<file path="src/rtl/puzzle_move_ctrl.sv">
// 3x3 sliding-tile board controller: owns the board, scans loads for the blank, applies button moves.
// Optional macro PUZZLE_BTN_SYNC_EN inserts a 2-flop synchroniser on each button input.
module puzzle_move_ctrl #(
  parameter int CNT_W         = 10,
  parameter bit LOCK_ON_SOLVE = 1'b1
) (
  input  logic             clk,
  input  logic             rst,
  input  logic             btn_l,
  input  logic             btn_r,
  input  logic             btn_u,
  input  logic             btn_d,
  input  logic             load,
  input  logic [11:0]      ld_r1,
  input  logic [11:0]      ld_r2,
  input  logic [11:0]      ld_r3,
  output logic [11:0]      r1,
  output logic [11:0]      r2,
  output logic [11:0]      r3,
  output logic [3:0]       blank_pos,
  output logic [CNT_W-1:0] move_cnt,
  output logic             busy,
  output logic             move_done,
  output logic             illegal,
  output logic             solved,
  output logic             err
);

  typedef enum logic [2:0] {IDLE, SCAN, READY, MOVE, CHECK, SOLVED, ERR} state_t;

  localparam logic [35:0] HOME_BOARD = 36'h123456780;

  state_t          state_reg;
  logic [3:0]      scan_idx_reg;
  logic [3:0]      scan_pos_reg;
  logic            found_reg;
  logic [3:0]      partner_reg;
  logic [3:0]      btn_q_reg;
  logic [3:0]      btn_raw;
  logic [3:0]      btn_s;
  logic [3:0]      press;
  logic [8:0][3:0] cell_w;
  logic [35:0]     ld_flat;
  logic [3:0]      scan_cell;
  logic [3:0]      partner_tile;
  logic [3:0]      row_base;
  logic [3:0]      col;
  logic            press_one;
  logic            mv_legal;
  logic [3:0]      mv_partner;
  logic            load_accept;
  logic            move_commit;
  logic            board_solved;
  logic            scan_zero;

  assign btn_raw = {btn_l, btn_r, btn_u, btn_d};

`ifdef PUZZLE_BTN_SYNC_EN
  logic [3:0] sync1_reg;
  logic [3:0] sync2_reg;

  always_ff @(posedge clk or posedge rst) begin
    if (rst) begin
      sync1_reg <= '0;
      sync2_reg <= '0;
    end else begin
      sync1_reg <= btn_raw;
      sync2_reg <= sync1_reg;
    end
  end

  assign btn_s = sync2_reg;
`else
  assign btn_s = btn_raw;
`endif

  // History updates in every state so a press during busy never resurfaces later.
  always_ff @(posedge clk or posedge rst) begin
    if (rst) btn_q_reg <= '0;
    else     btn_q_reg <= btn_s;
  end

  assign press     = btn_s & ~btn_q_reg;
  assign press_one = (press != 4'd0) && ((press & (press - 4'd1)) == 4'd0);

  assign ld_flat     = {ld_r1, ld_r2, ld_r3};
  assign load_accept = load && (state_reg == IDLE || state_reg == READY ||
                                state_reg == SOLVED || state_reg == ERR);
  assign move_commit = (state_reg == MOVE);

  genvar gi;
  generate
    for (gi = 0; gi < 9; gi++) begin : g_cell
      logic [3:0] cell_reg;

      always_ff @(posedge clk or posedge rst) begin
        if (rst) begin
          cell_reg <= HOME_BOARD[35-4*gi -: 4];
        end else if (load_accept) begin
          cell_reg <= ld_flat[35-4*gi -: 4];
        end else if (move_commit) begin
          if (blank_pos == 4'(gi))        cell_reg <= partner_tile;
          else if (partner_reg == 4'(gi)) cell_reg <= 4'd0;
        end
      end

      assign cell_w[gi] = cell_reg;
    end
  endgenerate

  assign r1 = {cell_w[0], cell_w[1], cell_w[2]};
  assign r2 = {cell_w[3], cell_w[4], cell_w[5]};
  assign r3 = {cell_w[6], cell_w[7], cell_w[8]};

  assign board_solved = ({r1, r2, r3} == HOME_BOARD);

  always_comb begin
    scan_cell    = 4'd0;
    partner_tile = 4'd0;
    for (int i = 0; i < 9; i++) begin
      if (scan_idx_reg == 4'(i)) scan_cell = cell_w[i];
      if (partner_reg == 4'(i))  partner_tile = cell_w[i];
    end
  end

  assign scan_zero = (scan_cell == 4'd0);

  // row_base is the index of column 0 in the blank's row.
  assign row_base = (blank_pos >= 4'd6) ? 4'd6 : ((blank_pos >= 4'd3) ? 4'd3 : 4'd0);
  assign col      = blank_pos - row_base;

  always_comb begin
    mv_legal   = 1'b0;
    mv_partner = blank_pos;
    case (press)
      4'b1000: begin mv_legal = (col != 4'd0);      mv_partner = blank_pos - 4'd1; end
      4'b0100: begin mv_legal = (col != 4'd2);      mv_partner = blank_pos + 4'd1; end
      4'b0010: begin mv_legal = (row_base != 4'd0); mv_partner = blank_pos - 4'd3; end
      4'b0001: begin mv_legal = (row_base != 4'd6); mv_partner = blank_pos + 4'd3; end
      default: begin mv_legal = 1'b0;               mv_partner = blank_pos;        end
    endcase
  end

  always_ff @(posedge clk or posedge rst) begin
    if (rst) begin
      state_reg    <= IDLE;
      scan_idx_reg <= 4'd0;
      scan_pos_reg <= 4'd0;
      found_reg    <= 1'b0;
      partner_reg  <= 4'd0;
      blank_pos    <= 4'd8;
      move_cnt     <= '0;
      busy         <= 1'b0;
      move_done    <= 1'b0;
      illegal      <= 1'b0;
      solved       <= 1'b0;
      err          <= 1'b0;
    end else begin
      move_done <= 1'b0;
      illegal   <= 1'b0;
      if (load_accept) begin
        move_cnt     <= '0;
        solved       <= 1'b0;
        err          <= 1'b0;
        scan_idx_reg <= 4'd0;
        found_reg    <= 1'b0;
        busy         <= 1'b1;
        state_reg    <= SCAN;
      end else begin
        case (state_reg)
          SCAN: begin
            if (!found_reg && scan_zero) begin
              found_reg    <= 1'b1;
              scan_pos_reg <= scan_idx_reg;
            end
            if (scan_idx_reg == 4'd8) begin
              busy <= 1'b0;
              if (found_reg || scan_zero) begin
                blank_pos <= found_reg ? scan_pos_reg : scan_idx_reg;
                state_reg <= READY;
              end else begin
                err       <= 1'b1;
                state_reg <= ERR;
              end
            end else begin
              scan_idx_reg <= scan_idx_reg + 4'd1;
            end
          end
          READY, SOLVED: begin
            if ((state_reg == READY || !LOCK_ON_SOLVE) && press != 4'd0) begin
              if (press_one && mv_legal) begin
                partner_reg <= mv_partner;
                busy        <= 1'b1;
                state_reg   <= MOVE;
              end else begin
                illegal <= 1'b1;
              end
            end
          end
          MOVE: begin
            blank_pos <= partner_reg;
            if (move_cnt != '1) move_cnt <= move_cnt + CNT_W'(1);
            move_done <= 1'b1;
            state_reg <= CHECK;
          end
          CHECK: begin
            busy      <= 1'b0;
            solved    <= board_solved;
            state_reg <= board_solved ? SOLVED : READY;
          end
          default: begin
            state_reg <= state_reg;
          end
        endcase
      end
    end
  end

endmodule

</file>
<file path="config.mk">
export PLATFORM = sky130hd
export DESIGN_NAME = puzzle_move_ctrl
export DESIGN_NICKNAME = d
export VERILOG_FILES = /design/src/rtl/puzzle_move_ctrl.sv
export SDC_FILE = /design/constraint.sdc
export NUM_CORES = 1
export LEC_CHECK = 0
export BUFFER_PORTS_ARGS = -buffer_cell sky130_fd_sc_hd__buf_2
export CAP_MARGIN = 30
export CORE_ASPECT_RATIO = 1.1
export CORE_UTILIZATION = 29
export DETAILED_ROUTE_END_ITERATION = 8
export HOLD_SLACK_MARGIN = 0.12
export SLEW_MARGIN = 40
export SYNTH_ARGS = -nofsm -noshare
export SYNTH_HDL_FRONTEND = slang
export SYNTH_SLANG_ARGS = --single-unit
</file>
<file path="constraint.sdc">
create_clock -name clk -period 5.4 [get_ports clk]
set_clock_uncertainty 0.15 [all_clocks]
set_input_delay 1.08 -clock clk [delete_from_list [all_inputs] [get_ports clk]]
set_output_delay 1.08 -clock clk [all_outputs]
set_load 0.03 [all_outputs]
</file>
---- Yosys cells after proc, flatten, opt, wreduce, memory -nomap -nowiden ----
Cells that the tools add are included.
storage, ports and cells
  input port bits ......................... 43
  word-level logic and storage cells ...... 232
  register bits after elaboration ......... 75
  output and inout port bits .............. 55
operators by class
  $lt $le $gt $ge ......................... 2
  reduce and logical (&&, ||, !) cells .... 56
  multiplexer cells ....................... 95
  bitwise gates (word level) .............. 4
  $add $sub $neg .......................... 8
  eq/ne operators ......................... 45
operators by type and width
  cell                   number
  $mux 4                 60
  $eq 4x3->1 const B     13
  $eq 36x33->1 const B   1
  $mux 10                3
  $eq 4x2->1 const B     7
  $reduce_bool 3->1      9
  $reduce_and 2->1       12
  $mux 3                 7
  $logic_not 4->1        5
  $mux 1                 19
  $eq 4x1->1 const B     4
  $eq 4x4->1 const B     4
  $pmux 4 s4             1
  $reduce_and 4->1       4
  $reduce_bool 4->1      4
  $reduce_bool 2->1      7
  $ne 3x3->1 const B     4
  $pmux 3 s4             1
  $add 10x1->10 const B  1
  $ne 10x10->1 const B   1
  $eq 3x3->1 const B     3
  $add 4x1->4 const B    2
  $and 4x4->4            2
  $ne 2x2->1 const B     4
  22 further kinds       32

---- Depth between registers and ports, before layout ----
  depth in word-level cells ............... 16
  mapped depth ............................ 12
  gate-level depth less buffers ........... 12

---- Worst setup path before layout ----
OpenSTA, ideal clock, no wires.
  kind .................................... flip-flop to flip-flop
  start ................................... register blank_pos[0]
  end ..................................... register partner_reg[0]
  cell stages (with the launch flop) ...... 13
  setup time .............................. 125 ps
  buffers on the path ..................... 0
  slack ................................... 1,992 ps
  required time ........................... 5,125 ps
  clock period less this slack ............ 3,408 ps
  arrival ................................. 3,133 ps
  cell sequence ........................... dfrtp_1 inv_1 ha_1 o21a_1 a211oi_1 ha_1 fa_1 and3_1 nand4_1 nand3_1 o221ai_1 and2b_4 mux2_2
between the ends
  cells in the longest elaborated chain, start to end .. 8
  elaborated cells between the ends (all ways) .. 17
  those cells by class .................... add/sub: 5; order compare: 2; eq/ne: 2; mux: 4; reduce/logical: 4
ends and longest elaborated chain
  what                                                    line      source
  from (decl)                                             20        output logic [3:0] blank_pos,
  from (signal assigned)                                  179       blank_pos <= found_reg ? scan_pos_reg : scan_idx_reg;
  from (signal assigned)                                  201       blank_pos <= partner_reg;
  $ge 4x2->1                                              129       assign row_base = (blank_pos >= 4'd6) ? 4'd6 : ((blank_pos >= 4'd3) ? 4'd3 : 4'd0);
  $mux 2                                                  129
  $mux 3                                                  129
  $sub 4x3->4                                             130       assign col = blank_pos - row_base;
  $ne 4x2->1 / $reduce_bool 4->1 (equally long branches)  137, 136
  $pmux 1 s4                                              135       case (press)
  $logic_and 1x1->1                                       191       if (press_one && mv_legal) begin
  $reduce_and 4->1 (no source line)                       n/a
  to (signal assigned)                                    192       partner_reg <= mv_partner;
  to (decl)                                               37        logic [3:0] partner_reg;
Parallel ways exist; a longest one is shown, timed or not.
A chain may end at the register's enable or synchronous reset.

---- Final worst setup path ----
  start ................................... register blank_pos[0]
  end ..................................... register partner_reg[1]
Same word-level chain as after synthesis.

==> results_dict.tcl <==
set metrics [dict create \
    area_growth_pct 17.96 \
    syn_area_per_cell_um2 9.370 \
    critical_path_class "reg2reg" \
    critPathLaunchType "flip-flop" \
    antenna_found_initial 0 \
    fillers 1659 \
    rows 49 \
    hold_slack_ns 0.3599 \
    synth_cell_types 77 \
    clock-sinks 75 \
    clk_latency_ns 0.35 \
    num_vias 4620 \
    synth_edf_count 0 \
    hp-class "reg2reg" \
    io_buffers 97 \
    ys_warn_count 0 \
    clockBufferDepth 2 \
    path_cells "inv_1 -> ha_1 -> o21a_1 -> a211oi_1 -> ha_1 -> fa_1 -> nor4b_1 -> o221ai_1 -> and2b_4 -> mux2_2" \
    start_util_pct 30.00 \
    worstPathMaxFanout 9 \
    cts_tree "yes" \
    worstMarginPinSlew_ns 0.7313 \
    timing.rr.start "blank_pos[0]" \
    r2r_slack_ns 1.79 \
    min_period_over_period_pct 66.88 \
    design_area_um2 5836 \
    yosysTopAreaCell "dfrtp_1" \
    cts_buffers 9 \
    die_area_um2 17590 \
    path_buf_inv 1 \
    synth_ff_type "dfrtp_1" \
    cts_setup_buffers 0 \
    period_needed_ns 3.611 \
    ir_drop_uv 285.7 \
    largest_reg_flops 36 \
    final_antenna_net_count 0 \
    outcome "finished, final reports clean" \
    grt-ovfl-total 0 \
    syn_area_um2 4947 \
    drt_first_iter_violations 494 \
    placed_area_um2 5552 \
    rsz0062_at_grt "no" \
    crit_arrival_ns 3.69 \
    cts_max_level 3 \
    dieWidth_um 126.5 \
    async_reset_ff_share_pct 100.0 \
    power_density_nw_per_um2 652.5 \
    fin_nets 667 \
    hp-start "err" \
    tns_ns 0 \
    synth_most_common_cell "dfrtp_1" \
    drive_gt1_share_pct 26.75 \
    gp_congestion 0.8760 \
    synth_top_area_share_pct 30.85 \
    grt_pass1_wl_um 24560 \
    drtPass1Iterations 5 \
    crit_family "adder cells" \
    core_area_um2 16490 \
    finalHoldViolCount 0 \
    grt_pass1_vias 4485 \
    crit_slowest_cell "dfrtp_1" \
    total_power_mw 3.808 \
    slew_violations 0 \
    synth_area_leaders "dfrtp_1 31%, dfstp_2 7.4%, o21ai_0 5.4%" \
    leakage_nw 2.516 \
    critical_path.max_stage_delay_ns 0.54 \
    fmax_ghz 0.2769 \
    synthesis.nets 587 \
    route.detailed.drc 0 \
    insertedDiodeCount 0 \
    wl_per_cell_um 19.02 \
    routed_wl_um 15540 \
    multiInputGateArea_um2 2826 \
    crit_top_cell "ha_1" \
    ctsResizeCount 0 \
    seqCellArea_um2 1894 \
    slew_headroom_pct 51.25 \
    synthCells 528 \
    clk_pin_slew_ns 0.07 \
    ios 98 \
    die_height_um 139.0 \
    ys_seq_area_share_pct 38.29 \
    setup_violations 0 \
    dp.final_hpwl_um 11490 \
    required_ns 5.48 \
    max_cap_violations 0 \
    cts_root_buf "clkbuf_16" \
    grt_max_degree 72 \
    yosys-top-cells-count "61 x dfrtp_1, 53 x o21ai_0, 46 x nand2_1, 35 x nor2_1, 34 x a22oi_1" \
    vias_per_cell 5.655 \
    holdBufCountCts 0 \
    worstSetupStartpoint "blank_pos[0]" \
    ys_ff_latch 75 \
    track_usage_pct 17.95 \
    critPathCaptureType "flip-flop" \
]
==> per-stage QoR <==
stage | util, % | worst slack (ns) | cells
floorplan | - | 1.992 | 528
global placement | 33.62 | 1.991 | 801
detailed placement | 33.66 | 1.810 | 801
CTS | 35.38 | 1.793 | 817
global route | 35.38 | 1.577 | 817
finish | 35.38 | 1.789 | 817
==> placed cells by master (no fill, tap or decap), types with 7 or more instances in the layout <==
cell       Yosys  routed
dfstp_2       14      14
nor2b_1       13      13
nand3_1       15      15
nand4_1        7       7
mux4_2         8       8
a21oi_1       24      24
nand2_1       46      46
clkbuf_16      0       9
nand2b_1      15      15
buf_2          4      97
a22oi_1       34      34
ha_1          14      14
inv_1         19      18
nand3b_1       9       9
xnor2_1       10      10
mux2_2         7       7
dfrtp_1       61      61
nor2_1        35      35
nor3_1        14      14
o21ai_0       53      53
==> path summary, 6_finish.rpt <==
kind,to,cells past startpoint
hold reg to reg,err,2
min in group asynchronous,btn_q_reg[1],2
setup reg to reg,partner_reg[1],10
setup / recovery,partner_reg[1],10
max in group asynchronous,scan_idx_reg[3],3
hold / removal,err,2
==> worst register-to-register path: cells and delay by family (launching register included) <==
kind                     cells  cell delay, ns
AO/OA/AOI/OAI                3            0.76
flip-flops                   1            0.54
multiplexers                 1            0.27
buffers and inverters        1            0.19
adder cells (fa/ha/maj)      3            0.98
AND/OR/NAND/NOR              2            0.63
==> final cells by class <==
class | instances | area share (%)
Clock buffer | 9 | 3.859
Clock inverter | 7 | 1.008
Inverter | 21 | 1.351
Multi-Input combinational cell | 403 | 48.43
Sequential cell | 75 | 32.46
Tap cell | 204 | 4.374
Timing Repair Buffer | 98 | 8.512
==> cell families after synthesis <==
logic type | Yosys count | share of synthesized area (%)
simple gates | 184 | 19.75
flops | 75 | 38.29
xor+xnor | 14 | 2.478
fa+ha+maj | 19 | 4.957
compound gates | 163 | 22.69
mux | 23 | 7.157
buf+inv | 50 | 4.679
==> per-layer routing <==
layer	global-route usage [%]	vias to the layer above	share of wire, %
li1	-	2126	-
met1	24.81	2280	46
met3	3.125	24	6.1
met4	7.863	0	2.5
met5	0	-	0
met2	27.42	190	45
==> power by group <==
| group | switching (mW) | internal (mW) | total, mW |
|---|---|---|---|
| clock network | 0.269 | 0.319 | 0.588 |
| registers | 0.398 | 0.805 | 1.20 |
| logic | 1.27 | 0.751 | 2.02 |
Power figures use the tool's default switching activity.
